`src/rtl/if_stage_pkg.sv`:
```
// Shared constants for the fetch stage: next-PC select encodings, reset/exception
// vectors, legal instruction-memory window and the address-error exception code.
package if_stage_pkg;

  typedef enum logic [1:0] {
    NPC_PC4 = 2'b00,
    NPC_BR  = 2'b01,
    NPC_J   = 2'b10,
    NPC_JR  = 2'b11
  } npc_op_e;

  localparam logic [31:0] RESET_PC_DEF   = 32'h0000_3000;
  localparam logic [31:0] EXC_ENTRY_DEF  = 32'h0000_4180;
  localparam logic [31:0] IMEM_BASE_DEF  = 32'h0000_3000;
  localparam logic [31:0] IMEM_LIMIT_DEF = 32'h0000_6FFC;

  localparam logic [4:0]  EXC_ADEL = 5'd4;

  // Packs {BD, valid, ExcCode} into the 7-bit ExCode[8:2] field.
  function automatic logic [8:2] pack_excode(input logic bd, input logic vld,
                                             input logic [4:0] code);
    pack_excode = {bd, vld, code};
  endfunction

endpackage

```
`src/rtl/if_stage_if.sv`:
```
// Fetch-stage bus: imem address/data, decode-side redirect controls, CP0 redirects
// and the F/D register outputs. The slave modport is the fetch stage itself.
interface if_stage_if;
  logic [31:0] Instr_F_I;
  logic [1:0]  NPCOp_F_I;
  logic [31:0] PC_D_I;
  logic [25:0] Imm26_F_I;
  logic [31:0] RegTarget_F_I;
  logic        isBranch_D_I;
  logic        Stall_F_I;
  logic        Req_F_I;
  logic        eret_F_I;
  logic [31:0] EPC_F_I;
  logic [31:0] PC_F_O;
  logic [31:0] Instr_D_O;
  logic [31:0] PC_D_O;
  logic [8:2]  ExCode_D_O;

  modport master (
    output Instr_F_I, NPCOp_F_I, PC_D_I, Imm26_F_I, RegTarget_F_I,
           isBranch_D_I, Stall_F_I, Req_F_I, eret_F_I, EPC_F_I,
    input  PC_F_O, Instr_D_O, PC_D_O, ExCode_D_O
  );

  modport slave (
    input  Instr_F_I, NPCOp_F_I, PC_D_I, Imm26_F_I, RegTarget_F_I,
           isBranch_D_I, Stall_F_I, Req_F_I, eret_F_I, EPC_F_I,
    output PC_F_O, Instr_D_O, PC_D_O, ExCode_D_O
  );
endinterface

```
`src/rtl/if_stage_npc_calc.sv`:
```
// Combinational next-PC selection from decode's branch/jump decision, plus the
// fetch-address fault check on the current PC.
module if_stage_npc_calc
  import if_stage_pkg::*;
#(
  parameter logic [31:0] IMEM_BASE  = IMEM_BASE_DEF,
  parameter logic [31:0] IMEM_LIMIT = IMEM_LIMIT_DEF
) (
  input  logic [31:0] pc,
  input  logic [1:0]  npc_op,
  input  logic [31:0] pc_dec,
  input  logic [25:0] imm26,
  input  logic [31:0] reg_target,
  output logic [31:0] next_pc,
  output logic        fault
);

  logic [31:0] pc_plus4;
  logic [31:0] pc_dec_plus4;
  logic [31:0] br_offset;

  assign pc_plus4     = pc + 32'd4;
  assign pc_dec_plus4 = pc_dec + 32'd4;
  assign br_offset    = {{14{imm26[15]}}, imm26[15:0], 2'b00};

  always_comb begin
    next_pc = pc_plus4;
    case (npc_op_e'(npc_op))
      NPC_PC4: next_pc = pc_plus4;
      NPC_BR:  next_pc = pc_dec_plus4 + br_offset;
      NPC_J:   next_pc = {pc_dec_plus4[31:28], imm26, 2'b00};
      NPC_JR:  next_pc = reg_target;
      default: next_pc = pc_plus4;
    endcase
  end

  // Wrapped sums land outside the window and fault here rather than trapping.
  assign fault = (pc[1:0] != 2'b00) || (pc < IMEM_BASE) || (pc > IMEM_LIMIT);

endmodule

```
`src/rtl/if_stage.sv`:
```
// MIPS fetch stage: PC register, redirect priority (exception > eret > stall >
// normal) and the F/D pipeline register feeding decode.
module if_stage
  import if_stage_pkg::*;
#(
  parameter logic [31:0] RESET_PC   = RESET_PC_DEF,
  parameter logic [31:0] EXC_ENTRY  = EXC_ENTRY_DEF,
  parameter logic [31:0] IMEM_BASE  = IMEM_BASE_DEF,
  parameter logic [31:0] IMEM_LIMIT = IMEM_LIMIT_DEF
) (
  input  logic        clk,
  input  logic        reset,
  if_stage_if.slave   bus
);

  logic [31:0] pc_q, pc_d;
  logic [31:0] fd_instr_q, fd_instr_d;
  logic [31:0] fd_pc_q, fd_pc_d;
  logic [8:2]  fd_exc_q, fd_exc_d;

  logic [31:0] next_pc;
  logic        fault;

  if_stage_npc_calc #(
    .IMEM_BASE  (IMEM_BASE),
    .IMEM_LIMIT (IMEM_LIMIT)
  ) u_npc (
    .pc         (pc_q),
    .npc_op     (bus.NPCOp_F_I),
    .pc_dec     (bus.PC_D_I),
    .imm26      (bus.Imm26_F_I),
    .reg_target (bus.RegTarget_F_I),
    .next_pc    (next_pc),
    .fault      (fault)
  );

  always_comb begin
    pc_d       = pc_q;
    fd_instr_d = fd_instr_q;
    fd_pc_d    = fd_pc_q;
    fd_exc_d   = fd_exc_q;
    if (bus.Req_F_I) begin
      pc_d       = EXC_ENTRY;
      fd_instr_d = 32'h0;
      fd_pc_d    = EXC_ENTRY;
      fd_exc_d   = '0;
    end else if (bus.eret_F_I) begin
      // eret has no delay slot, so whatever was fetched alongside it is dropped.
      pc_d       = bus.EPC_F_I;
      fd_instr_d = 32'h0;
      fd_pc_d    = bus.EPC_F_I;
      fd_exc_d   = '0;
    end else if (!bus.Stall_F_I) begin
      pc_d       = next_pc;
      fd_instr_d = fault ? 32'h0 : bus.Instr_F_I;
      fd_pc_d    = pc_q;
      fd_exc_d   = pack_excode(bus.isBranch_D_I, fault, fault ? EXC_ADEL : 5'd0);
    end
  end

  // ---- F/D pipeline register boundary ----
  always_ff @(posedge clk or negedge reset) begin
    if (!reset) begin
      pc_q       <= RESET_PC;
      fd_instr_q <= 32'h0;
      fd_pc_q    <= RESET_PC;
      fd_exc_q   <= '0;
    end else begin
      pc_q       <= pc_d;
      fd_instr_q <= fd_instr_d;
      fd_pc_q    <= fd_pc_d;
      fd_exc_q   <= fd_exc_d;
    end
  end

  assign bus.PC_F_O     = pc_q;
  assign bus.Instr_D_O  = fd_instr_q;
  assign bus.PC_D_O     = fd_pc_q;
  assign bus.ExCode_D_O = fd_exc_q;

endmodule

```
`src/flat_wrapper.sv`:
```
// flat-port wrapper written by rule: the top's interface ports become plain ports
module if_stage_flat import if_stage_pkg::*;
#(
  parameter logic [31:0] RESET_PC   = RESET_PC_DEF,
  parameter logic [31:0] EXC_ENTRY  = EXC_ENTRY_DEF,
  parameter logic [31:0] IMEM_BASE  = IMEM_BASE_DEF,
  parameter logic [31:0] IMEM_LIMIT = IMEM_LIMIT_DEF
)
  (clk, reset, bus_Instr_F_I, bus_NPCOp_F_I, bus_PC_D_I, bus_Imm26_F_I, bus_RegTarget_F_I, bus_isBranch_D_I, bus_Stall_F_I, bus_Req_F_I, bus_eret_F_I, bus_EPC_F_I, bus_PC_F_O, bus_Instr_D_O, bus_PC_D_O, bus_ExCode_D_O);
  if_stage_if bus_i ();
  input  logic clk;
  input  logic reset;
  input wire logic [$bits(bus_i.Instr_F_I)-1:0] bus_Instr_F_I;
  input wire logic [$bits(bus_i.NPCOp_F_I)-1:0] bus_NPCOp_F_I;
  input wire logic [$bits(bus_i.PC_D_I)-1:0] bus_PC_D_I;
  input wire logic [$bits(bus_i.Imm26_F_I)-1:0] bus_Imm26_F_I;
  input wire logic [$bits(bus_i.RegTarget_F_I)-1:0] bus_RegTarget_F_I;
  input wire logic [$bits(bus_i.isBranch_D_I)-1:0] bus_isBranch_D_I;
  input wire logic [$bits(bus_i.Stall_F_I)-1:0] bus_Stall_F_I;
  input wire logic [$bits(bus_i.Req_F_I)-1:0] bus_Req_F_I;
  input wire logic [$bits(bus_i.eret_F_I)-1:0] bus_eret_F_I;
  input wire logic [$bits(bus_i.EPC_F_I)-1:0] bus_EPC_F_I;
  output wire logic [$bits(bus_i.PC_F_O)-1:0] bus_PC_F_O;
  output wire logic [$bits(bus_i.Instr_D_O)-1:0] bus_Instr_D_O;
  output wire logic [$bits(bus_i.PC_D_O)-1:0] bus_PC_D_O;
  output wire logic [$bits(bus_i.ExCode_D_O)-1:0] bus_ExCode_D_O;
  assign bus_i.Instr_F_I = bus_Instr_F_I;
  assign bus_i.NPCOp_F_I = bus_NPCOp_F_I;
  assign bus_i.PC_D_I = bus_PC_D_I;
  assign bus_i.Imm26_F_I = bus_Imm26_F_I;
  assign bus_i.RegTarget_F_I = bus_RegTarget_F_I;
  assign bus_i.isBranch_D_I = bus_isBranch_D_I;
  assign bus_i.Stall_F_I = bus_Stall_F_I;
  assign bus_i.Req_F_I = bus_Req_F_I;
  assign bus_i.eret_F_I = bus_eret_F_I;
  assign bus_i.EPC_F_I = bus_EPC_F_I;
  assign bus_PC_F_O = bus_i.PC_F_O;
  assign bus_Instr_D_O = bus_i.Instr_D_O;
  assign bus_PC_D_O = bus_i.PC_D_O;
  assign bus_ExCode_D_O = bus_i.ExCode_D_O;
  if_stage #(.RESET_PC(RESET_PC), .EXC_ENTRY(EXC_ENTRY), .IMEM_BASE(IMEM_BASE), .IMEM_LIMIT(IMEM_LIMIT)) u_core (.clk(clk), .reset(reset), .bus(bus_i));
endmodule
```
`config.mk`:
```
export PLATFORM = sky130hd
export DESIGN_NAME = if_stage_flat
export DESIGN_NICKNAME = d
export VERILOG_FILES = /design/src/rtl/if_stage_pkg.sv /design/src/rtl/if_stage_if.sv /design/src/rtl/if_stage_npc_calc.sv /design/src/rtl/if_stage.sv /design/src/flat_wrapper.sv
export SDC_FILE = /design/constraint.sdc
export NUM_CORES = 1
export LEC_CHECK = 0
export CORE_UTILIZATION = 51
export DETAILED_ROUTE_END_ITERATION = 10
export PLACE_DENSITY_LB_ADDON = 0.1
export SYNTH_ARGS = -nofsm -noshare
export SYNTH_HDL_FRONTEND = slang
export SYNTH_SLANG_ARGS = --single-unit
export TNS_END_PERCENT = 10
```
`constraint.sdc`:
```
create_clock -name clk -period 3.2 [get_ports clk]
set_input_delay 0.64 -clock clk [delete_from_list [all_inputs] [get_ports clk]]
set_output_delay 0.64 -clock clk [all_outputs]
set_load 0.02 [all_outputs]
```
After elaboration in Yosys (flattened, before gate mapping)
Index checks and enable logic that the tools add are counted.

operators by class
  add/subtract/negate cells = 3
  magnitude comparators = 2
  equal/unequal tests = 4
  muxes and demuxes = 15
  reduce and logical (&&, ||, !) cells = 4

operators with widths
  kind                                                          count
  2-to-1 mux 32 bit                                             10
  one-hot mux 32 bit (4 select lines)                           1
  adder 32 x 3 -> 32 bit, second input constant                 2
  adder 32 bit                                                  1
  > comparator 32 x 15 -> 1 bit, second input constant          1
  less-than comparator 32 x 14 -> 1 bit, second input constant  1
  2-to-1 mux 7 bit                                              3
  == test 2 bit, second input constant                          2
  2-to-1 mux 3 bit                                              1
  != test 3 x 1 -> 1 bit, second input constant                 1
  == test 2 x 1 -> 1 bit, second input constant                 1
  logical NOT 2 bit                                             1
  logical OR 1 bit                                              2
  nonzero test 2 bit                                            1

storage, ports and cells
  register bits after elaboration = 103
  bits of input ports = 162
  logic and storage cells = 32

Depth between registers and ports, before layout
  depth after elaboration = 7
  depth in mapped cells = 16
  gate-level depth less buffers = 16

Modules after synthesis
Synthesis repeated with hierarchy kept, for this count alone.

second synthesis, totals
  cell total of the unflattened synthesis = 865
  area, all modules = 8316.7 µm²

by module, submodules not included
  module             instances  cells each  area each (µm²)
  if_stage           1          404         4679.5
  if_stage_npc_calc  1          461         3637.2

Least setup slack after synthesis
No wires, ideal clock.

  path kind = input-to-reg
  from = input bus_PC_D_I[9]
  to = register u_core.pc_q[31] (netlist: u_core.bus.PC_F_O[31])
  data arrival time = 3.334 ns
  path slack = -0.268 ns
  stages on the path = 16
  cells stage by stage = nand4_1 -> or2_1 -> or3_4 -> nor2_4 -> nand2_1 -> xnor2_1 -> ha_1 -> a21o_1 -> a21oi_1 -> nor2_1 -> o41ai_2 -> o2111ai_1 -> o21ai_1 -> o21ai_0 -> xor2_1 -> o21ai_1

between the ends
  longest elaborated chain between the ends = 6

ends and longest elaborated chain
  what                                   line                     text
  start: declaration                     flat_wrapper.sv:15       input wire logic [$bits(bus_i.PC_D_I)-1:0] bus_PC_D_I;
  adder 32 x 3 -> 32 bit *               if_stage_npc_calc.sv:23  assign pc_dec_plus4 = pc_dec + 32'd4;
  adder 32 bit                           if_stage_npc_calc.sv:30  NPC_BR: next_pc = pc_dec_plus4 + br_offset;
  one-hot mux 32 bit (4 select lines) *  if_stage_npc_calc.sv:28  case (npc_op_e'(npc_op))
  2-to-1 mux 32 bit *                    if_stage.sv:53           end else if (!bus.Stall_F_I) begin
  2-to-1 mux 32 bit *                    if_stage.sv:47           end else if (bus.eret_F_I) begin
  2-to-1 mux 32 bit *                    if_stage.sv:42           if (bus.Req_F_I) begin
  end signal: assignment                 if_stage.sv:69           pc_q <= pc_d;
  end: declaration                       if_stage.sv:16           logic [31:0] pc_q, pc_d;

Every way passes the cells marked *; elsewhere a longest branch is shown, timed or not. The select of a mux whose other input is x is not followed.
A chain may end at the register's enable or synchronous reset.

Worst setup path after layout
  from = input bus_PC_D_I[2]
  to = register u_core.pc_q[29] (netlist: u_core.bus.PC_F_O[29])

Same word-level chain as after synthesis.

==> run_results.csv <==
group,metric,value,unit
setup_path,r2r_setup_slack,0.57,ns
clock_tree,insertion_delay,0.35,ns
drt,wl,29.65,mm
flow_run,timing.max_cap.violations,0,
setup_path,required,3.48,ns
timing,fin_tns_setup,-2.396,ns
floorplan,die_h,126.0,um
place,routabilityCongestion,0.9358,
yosys,synth.avg_cell_area,8.605,um^2
timing,worst_slew_pin_slew,0.8450,ns
drt,top_layer_used,"met4",
drt,vias,9047,
yosys,ys_warn_count,0,
setup_path,rr_startpoint,"u_core.bus.PC_F_O[2]",
place,hpwl,21.46,mm
pwr,cellLeakagePower,5.337,nW
finish,drive_gt1_frac,0.2305,
drt,drt_iter0_drc,928,
timing,setup_violations,20,
timing,slew_headroom,0.4367,
drt,dr_wl_met2,14.02,mm
setup_path,path_cells,"dlygate4sd2_1 -> buf_4 -> ha_1 -> and3_1 -> nand3_1 -> xnor2_1 -> ha_1 -> buf_4 -> a21oi_2 -> buf_4 -> o22ai_1 -> o21ai_1 -> nand2_1 -> buf_4 -> o21ai_2 -> xnor2_1 -> nand4_1 -> a21oi_1",
floorplan,initial_core_util,0.5313,
timing,layout_min_cycle_time,3.400,ns
place,placed_cell_area,11570,um^2
pwr,total_power,4.026,mW
pwr,max-vdd-ir-drop,0.2814,mV
place,post-place-ws,-0.8699,ns
global_routing,antenna_found_initial,0,
finish,fin_cells,1481,
floorplan,ios,265,
yosys,synth.top_cells.by_count,"dfrtp_1, nor2_1, a21oi_1, nand2_1",
timing,period_share,1.062,
clock_tree,cts_inserted_buffers,9,
clock_tree,cts_sinks,98,
setup_path,cp_max_fo,5,
global_routing,grt_max_degree,99,
yosys,ys_types,78,
setup_path,cpMostUsedCell,"buf_4",
timing,fin_skew,0.008391,ns
drt,via_per_inst,6.109,
drt,ant_nets,0,
global_routing,grt.overflow.total,0,
drt,drc,0,
clock_tree,cts-root-buf,"clkbuf_16",
clock_tree,cts_tree,"done",
yosys,async_flop_share,1.000,
yosys,synth_most_common_cell,"dfrtp_1",
setup_path,ff2ff_path_depth,10,
yosys,ys.flop_type,"dfrtp_1",
yosys,syn_area,7839,um^2
clock_tree,postCtsHoldBufs,0,
drt,wl_met3,2.530,mm
floorplan,dieWidth,126.0,um
finish,n_fill_cell,915,
finish,fin_area,12390,um^2
timing,rsz0062_at_grt,"true",
timing,slew_viol_final,0,
clock_tree,clk_pin_slew,0.08,ns
drt,met1Wirelength,12.09,mm
setup_path,startpoint_type,"input port",
finish,layout.nets,1495,
yosys,syn_inst,911,
status,outcome,"finished, violations left",
pwr,powerDensity,324.9,nW/um^2
finish,antenna_cells,0,
global_routing,track_usage,0.3683,
timing,worst_slack,-0.1996,ns
worst_hold_path,hold_class,"input port to asynchronous set/reset pin",
clock_tree,cts.path.max_buffers,2,
global_routing,grt_pass1_vias,8800,
timing,hold_viol_final,0,
timing,hold_ws,0.3115,ns
place,portBuffers,260,
global_routing,grt_pass1_wl,46.38,mm
clock_tree,htreeDepth,3,
finish,utilization,0.8397,
yosys,synth-seq-cells,98,
drt,wl_per_cell,20.02,um
status,violations,"setup timing",
place,dp_cells,1444,
setup_path,critPathMaxStageDelay,0.29,ns
drt,dr.pass1.iters,7,
timing,max_freq,0.2942,GHz
floorplan,num_rows,44,
yosys,synth_area_leaders,"dfrtp_1, ha_1, a21oi_1",
floorplan,die_area,15870,um^2
yosys,synth_top_area_frac,0.3001,
yosys,ys_seq_area_frac,0.3135,
setup_path,reg2reg_to,"u_core.bus.PC_F_O[28]",
setup_path,end_kind,"register",
setup_path,crit_arrival,3.68,ns
setup_path,timing_worst_setup_path_type,"input port to register",
yosys,yosysTopAreaCell,"dfrtp_1",
floorplan,coreArea,14750,um^2
finish,area_growth,58.05,%
setup_path,slowest_stage,"ha_1",
yosys,synth_edf_count,0,
## kinds of logic (layout without fill, tap and decap cells)
kind of cell	count (synthesis)	count (layout)	synth area share
AO/OA/AOI/OAI	283	283	0.2541
flip-flops	98	98	0.3135
AND/OR/NAND/NOR	290	290	0.1858
adder cells (fa/ha/maj)	41	41	0.06640
buffers and inverters	84	467	0.04469
other	1	4	0.0004784
multiplexers	34	34	0.04469
XOR/XNOR	80	80	0.09034
## cell type report
type | count | area, um^2 | area share
Clock buffer | 9 | 225.2 | 0.01818
Clock inverter | 7 | 67.56 | 0.005453
Inverter | 21 | 78.83 | 0.006362
Multi-Input combinational cell | 732 | 5425 | 0.4379
Sequential cell | 98 | 2457 | 0.1983
Tap cell | 184 | 230.2 | 0.01858
Timing Repair Buffer | 430 | 3905 | 0.3152
## report_power, final
group,internal (mW),total (mW),switching [mW]
Clock,0.552,1.09,0.539
Sequential,1.30,1.39,0.0897
Combinational,0.774,1.55,0.772
## metal layers
metal  track usage  up-vias
li1              -     4140
met1        0.4882     4320
met2        0.6107      505
met3       0.05480       82
met4        0.1339        0
met5             0        -
## critical path, delay by kind of cell
family                   cells  cell delay [ns]
XOR/XNOR                     2             0.32
adder cells (fa/ha/maj)      2             0.50
buffers and inverters        5             0.89
AND/OR/NAND/NOR              4             0.53
AO/OA/AOI/OAI                5             0.79
## registers in the layout, summed over array words and instances (netlist names)
name	cells
u_core.bus.Instr_D_O	32
u_core.bus.PC_D_O	32
u_core.bus.PC_F_O	32
u_core.bus.ExCode_D_O	2
## timing repair
item,in CTS,in global routing
gates resized for setup,129,13
pin swaps,65,3
setup buffers,19,2
setup endpoints to repair,23,22
## cells in the final DEF (no fill, tap or decap), types with 8 or more instances in the layout
cell type and n:
buf_6 10, a21oi_1 68, a21oi_2 13, inv_1 21, a222oi_1 8, nor3_1 8, a22o_1 32, o21ai_1 14
o21ai_0 19, ha_1 37, mux2i_1 26, clkdlybuf4s50_1 237, nand3_1 29, a221oi_1 17, clkbuf_16 9, xnor2_1 38
a21o_1 12, dfrtp_1 94, a211oi_1 12, nand4_1 19, buf_4 161, a221o_1 24, nor2_2 8, nand2_1 65
nor2_1 81, xor2_1 37, dlygate4sd2_1 11, nor2b_1 12
## how the worst max path moves through the flow
stage	from	endpoint	cells past startpoint
final	bus_PC_D_I[2]	u_core.bus.PC_F_O[29]	18
after global routing	bus_PC_D_I[12]	u_core.bus.PC_F_O[29]	17
after CTS	bus_PC_D_I[12]	u_core.bus.PC_F_O[29]	17
after detailed placement	bus_PC_D_I[9]	u_core.bus.PC_F_O[29]	17
after global placement	bus_PC_D_I[9]	u_core.bus.PC_F_O[29]	17
after floorplan	bus_PC_D_I[9]	u_core.bus.PC_F_O[29]	16
Power figures use the tool's default switching activity.
